<file path="src/rtl/serial_adder.sv">
// serial_adder: bit-serial LSB-first adder, one full-adder cell plus a carry flop.
// Ports: clk, rst (async, active-high); start, a, b, cin (operation request);
//        busy, done (handshake); sum, cout, ovf (registered result, held until
//        the next completion).
`timescale 1ns/1ps
module serial_adder #(
   parameter int WIDTH = 8
) (
   input  logic             clk,
   input  logic             rst,
   input  logic             start,
   input  logic [WIDTH-1:0] a,
   input  logic [WIDTH-1:0] b,
   input  logic             cin,
   output logic             busy,
   output logic             done,
   output logic [WIDTH-1:0] sum,
   output logic             cout,
   output logic             ovf
);

   localparam int CW = $clog2(WIDTH);

   typedef enum logic [1:0] {
      IDLE,
      RUN,
      DONE
   } state_t;

   state_t state;
   state_t state_nx;

   logic [WIDTH-1:0] sra;
   logic [WIDTH-1:0] srb;
   logic [WIDTH-2:0] psum;
   logic             c;
   logic [CW-1:0]    cnt;

   logic             s;
   logic             c_nx;
   logic             last;
   logic [WIDTH-1:0] ps_nx;

   assign s     = sra[0] ^ srb[0] ^ c;
   assign c_nx  = (sra[0] & srb[0]) | (c & (sra[0] ^ srb[0]));
   assign last  = (cnt == CW'(WIDTH - 1));
   // New bit enters at the top; after the final bit this is the full sum.
   assign ps_nx = {s, psum};

   assign busy = (state != IDLE);
   assign done = (state == DONE);

   always_ff @(posedge clk or posedge rst) begin
      if (rst) state <= IDLE;
      else     state <= state_nx;
   end

   always_comb begin
      state_nx = state;
      case (state)
         IDLE:    if (start) state_nx = RUN;
         RUN:     if (last) state_nx = DONE;
         DONE:    state_nx = IDLE;
         default: state_nx = IDLE;
      endcase
   end

   always_ff @(posedge clk or posedge rst) begin
      if (rst) begin
         sra  <= '0;
         srb  <= '0;
         psum <= '0;
         c    <= 1'b0;
         cnt  <= '0;
         sum  <= '0;
         cout <= 1'b0;
         ovf  <= 1'b0;
      end else begin
         case (state)
            IDLE: begin
               if (start) begin
                  sra <= a;
                  srb <= b;
                  c   <= cin;
                  cnt <= '0;
               end
            end
            RUN: begin
               sra  <= {1'b0, sra[WIDTH-1:1]};
               srb  <= {1'b0, srb[WIDTH-1:1]};
               c    <= c_nx;
               psum <= ps_nx[WIDTH-1:1];
               cnt  <= cnt + CW'(1);
               if (last) begin
                  sum  <= ps_nx;
                  cout <= c_nx;
                  // c here is the carry into the MSB
                  ovf  <= c ^ c_nx;
               end
            end
            default: ;
         endcase
      end
   end

endmodule

</file>
<file path="config.mk">
export PLATFORM = sky130hd
export DESIGN_NAME = serial_adder
export DESIGN_NICKNAME = d
export VERILOG_FILES = /design/src/rtl/serial_adder.sv
export SDC_FILE = /design/constraint.sdc
export NUM_CORES = 1
export LEC_CHECK = 0
export CAP_MARGIN = 0
export CORE_ASPECT_RATIO = 2
export CORE_UTILIZATION = 35
export CTS_CLUSTER_DIAMETER = 150
export DETAILED_ROUTE_END_ITERATION = 16
export GPL_TIMING_DRIVEN = 0
export PLACE_DENSITY_LB_ADDON = 0.15
export SLEW_MARGIN = 25
export SYNTH_ARGS = -nofsm -noshare
export SYNTH_HDL_FRONTEND = slang
export SYNTH_SLANG_ARGS = --single-unit
</file>
<file path="constraint.sdc">
create_clock -name clk -period 3.33 [get_ports clk]
set_clock_uncertainty 0.1 [all_clocks]
set_input_delay 0.666 -clock clk [delete_from_list [all_inputs] [get_ports clk]]
set_output_delay 0.666 -clock clk [all_outputs]
set_load 0.005 [all_outputs]
</file>
==> results.ini <==
[layout]
fin_cells = 237
regArea_um2 = 976
fill_cells = 517
layout.nets = 201
n_antenna_cell = 0
final_layout_size_suffix_gt1_frac = 0.240
synthToLayoutAreaGrowth_pct = 28.6
multiInputGateArea_um2 = 689

[pwr]
internal-power_w = 0.00154
power_switching_w = 0.000650
p_total_w = 0.00219
p_leak_nw = 1.08
combPwrFrac = 0.409
clkPwrFrac = 0.215
switching_share = 0.297
power_frac_seq = 0.376
p_per_area_nw_per_um2 = 926
peakVddDrop_v = 0.000470

[clock_tree]
path_clk_slew_ns = 0.08
cts_resized = 0
clockRootBuffer = clkbuf_8
cts_tree = yes
clockBufferDepth = 2
hold_buffers = 0
clock_insertion_delay_worst_skew_ns = 0.29
htreeDepth = 2
postCtsSetupBuffers = 0
clock_sinks = 39
numCtsBuffers = 5

[timing]
setup_tns_ns = 0
max_clock_freq_mhz = 399
grt_setup_unrepaired = no
slew_violations = 0
whs_ns = 0.407
final-hold-violation-count = 0
postLayoutSetupSlackWorst_ns = 0.826
worst_pin_slew_ns = 0.360
post-route-period-util = 0.752
min_period_ns = 2.50
setup_viol = 0
timing.slew.headroom = 0.760

[critical_path]
cp-start-kind = flip-flop
critPathRequiredTime_ns = 2.56
rr_endpoint = sum[3]
reg2reg_depth = 5
critPathArrivalTime_ns = 1.74
r2r_slack_ns = 1.68
r2r-start = cnt[0]
end_kind = primary output
critPathKind = reg2out
critPathMaxFanout = 10

[synthesis]
synth_area_um2 = 1840
syn-num-nets = 163
seq_area_frac_synth = 0.531
avgSynthCellArea_um2 = 13.1
synth-warning-count = 0
ys_ff_latch = 39
synthCells = 140
yosysUniqueCellTypes = 24

[worst_hold_path]
holdPathEnd = srb[7]
hold_start = srb[7]
hold_path.class = reg2reg
whs_path_depth = 1

[routing]
avgRoutedWirePerCell_um = 15.4
vias = 1214
route.detailed.drc = 0
dr.pass1.iters = 6
antenna_left = 0
via_per_inst = 5.12
first_iter_violations = 40
drt_wl_total_um = 3660

[floorplanning]
std_cell_rows = 37
dieArea_um2 = 5570
core_um2 = 5090
io_pins = 32
die_h_um = 105
chipWidth_um = 53.3
start_util = 0.361

[global_routing]
antenna_found_initial = 0
gr-total-overflow = 0
grt_pass1_vias = 1311
track_usage = 0.151
grt_max_degree = 29
grt_first_pass_wirelength_um = 6210

[placement]
place.gp.congestion = 0.707
dp.cells = 229
pre_cts_slack_ns = 1.13
io_buffers = 30
dp.final_hpwl_um = 2720

[job]
drv_cap = 0

[status]
status = completed

## cells in the final DEF (no fill, tap or decap)
cell,netlist,layout
nand2b_1,2,2
nor2b_4,1,1
xor2_1,1,1
a222oi_1,8,8
a21oi_1,1,1
clkdlybuf4s50_1,0,30
nor4b_1,7,7
clkbuf_1,1,2
a221oi_1,7,7
nand3b_4,1,1
clkbuf_2,1,1
buf_2,3,3
ha_1,2,2
bufinv_16,0,2
buf_12,0,1
mux2_4,9,9
dfrtp_1,39,39
mux2_2,9,9
nor2b_1,9,9
inv_2,0,1
a22o_2,2,2
buf_8,1,1
inv_1,18,17
nor2_1,8,8
buf_6,6,6
clkbuf_8,0,5
o21bai_4,1,1
a32o_1,2,2
fa_1,1,1
## metal layers
metal / track usage / share of wire / vias up
met5: 0 / 0 / -
met4: 0.0620 / 0.017 / 0
met3: 0.0307 / 0.036 / 6
met2: 0.254 / 0.57 / 36
met1: 0.178 / 0.38 / 605
li1: - / - / 567
## stage by stage
| stage | area (um^2) | util |
|---|---|---|
| after global placement | 2210 | 0.434 |
| after floorplan | 1840 | - |
| final | 2360 | 0.464 |
| after global routing | 2360 | 0.464 |
| after detailed placement | 2230 | 0.438 |
| after CTS | 2360 | 0.464 |
## worst max-delay path by stage
stage,slack [ns],cells after the start,start,endpoint
finish,0.83,4,state[1],done
global route,0.73,4,state[1],done
global placement,0.83,2,rst,sra[4]
detailed placement,1.13,4,state[1],done
floorplan,1.67,1,rst,c
CTS,0.80,4,state[1],done
## power by group through the flow
stage	clock network [W]	registers [W]	logic, W
finish	0.000470	0.000823	0.000896
global route	0.000498	0.000851	0.000994
CTS	0.000484	0.000827	0.000915
detailed placement	0	0.000839	0.000913
global placement	0	0.000827	0.000870
floorplan	0	0.000808	0.000631
## critical path: stages, from the launching register on
cell	delay, ns
dfrtp_1	0.41
buf_6	0.16
buf_2	0.22
nor2b_1	0.15
clkdlybuf4s50_1	0.51
## layout make-up
type / count / share of cell area
sequential: 39 / 0.413
multi-input combinational: 71 / 0.292
timing repair buffer: 31 / 0.135
buffer: 12 / 0.0450
clock buffer: 6 / 0.0307
tap: 58 / 0.0307
inverter: 18 / 0.0286
clock inverter: 2 / 0.0254
## Yosys cell counts
master	n	area, um^2
a222oi_1	8	80.1
a32o_1	2	20.0
mux2_4	9	135
fa_1	1	20.0
buf_6	6	67.6
nor2b_1	9	56.3
dfrtp_1	39	976
buf_8	1	15.0
inv_1	18	67.6
clkbuf_1	1	3.75
xor2_1	1	8.76
clkbuf_2	1	5.00
ha_1	2	25.0
o21bai_4	1	18.8
a21oi_1	1	5.00
nor2b_4	1	13.8
mux2_2	9	101
nor2_1	8	30.0
nand2b_1	2	12.5
a22o_2	2	20.0
nor4b_1	7	61.3
a221oi_1	7	61.3
nand3b_4	1	20.0
buf_2	3	15.0
## kinds of logic after synthesis
family	after synthesis	synth area share
AO/OA/AOI/OAI	21	0.112
flip-flops	39	0.531
buffers and inverters	30	0.0945
adder cells (fa/ha/maj)	3	0.0245
multiplexers	18	0.129
AND/OR/NAND/NOR	28	0.105
XOR/XNOR	1	0.00476
## flip-flops by register name, summed over array words and instances, names as in the netlist
signal  flops
state       2
sum         8
srb         8
c           1
cout        1
psum        7
sra         8
ovf         1
cnt         3
No activity file was read; power rests on OpenSTA's default activity.
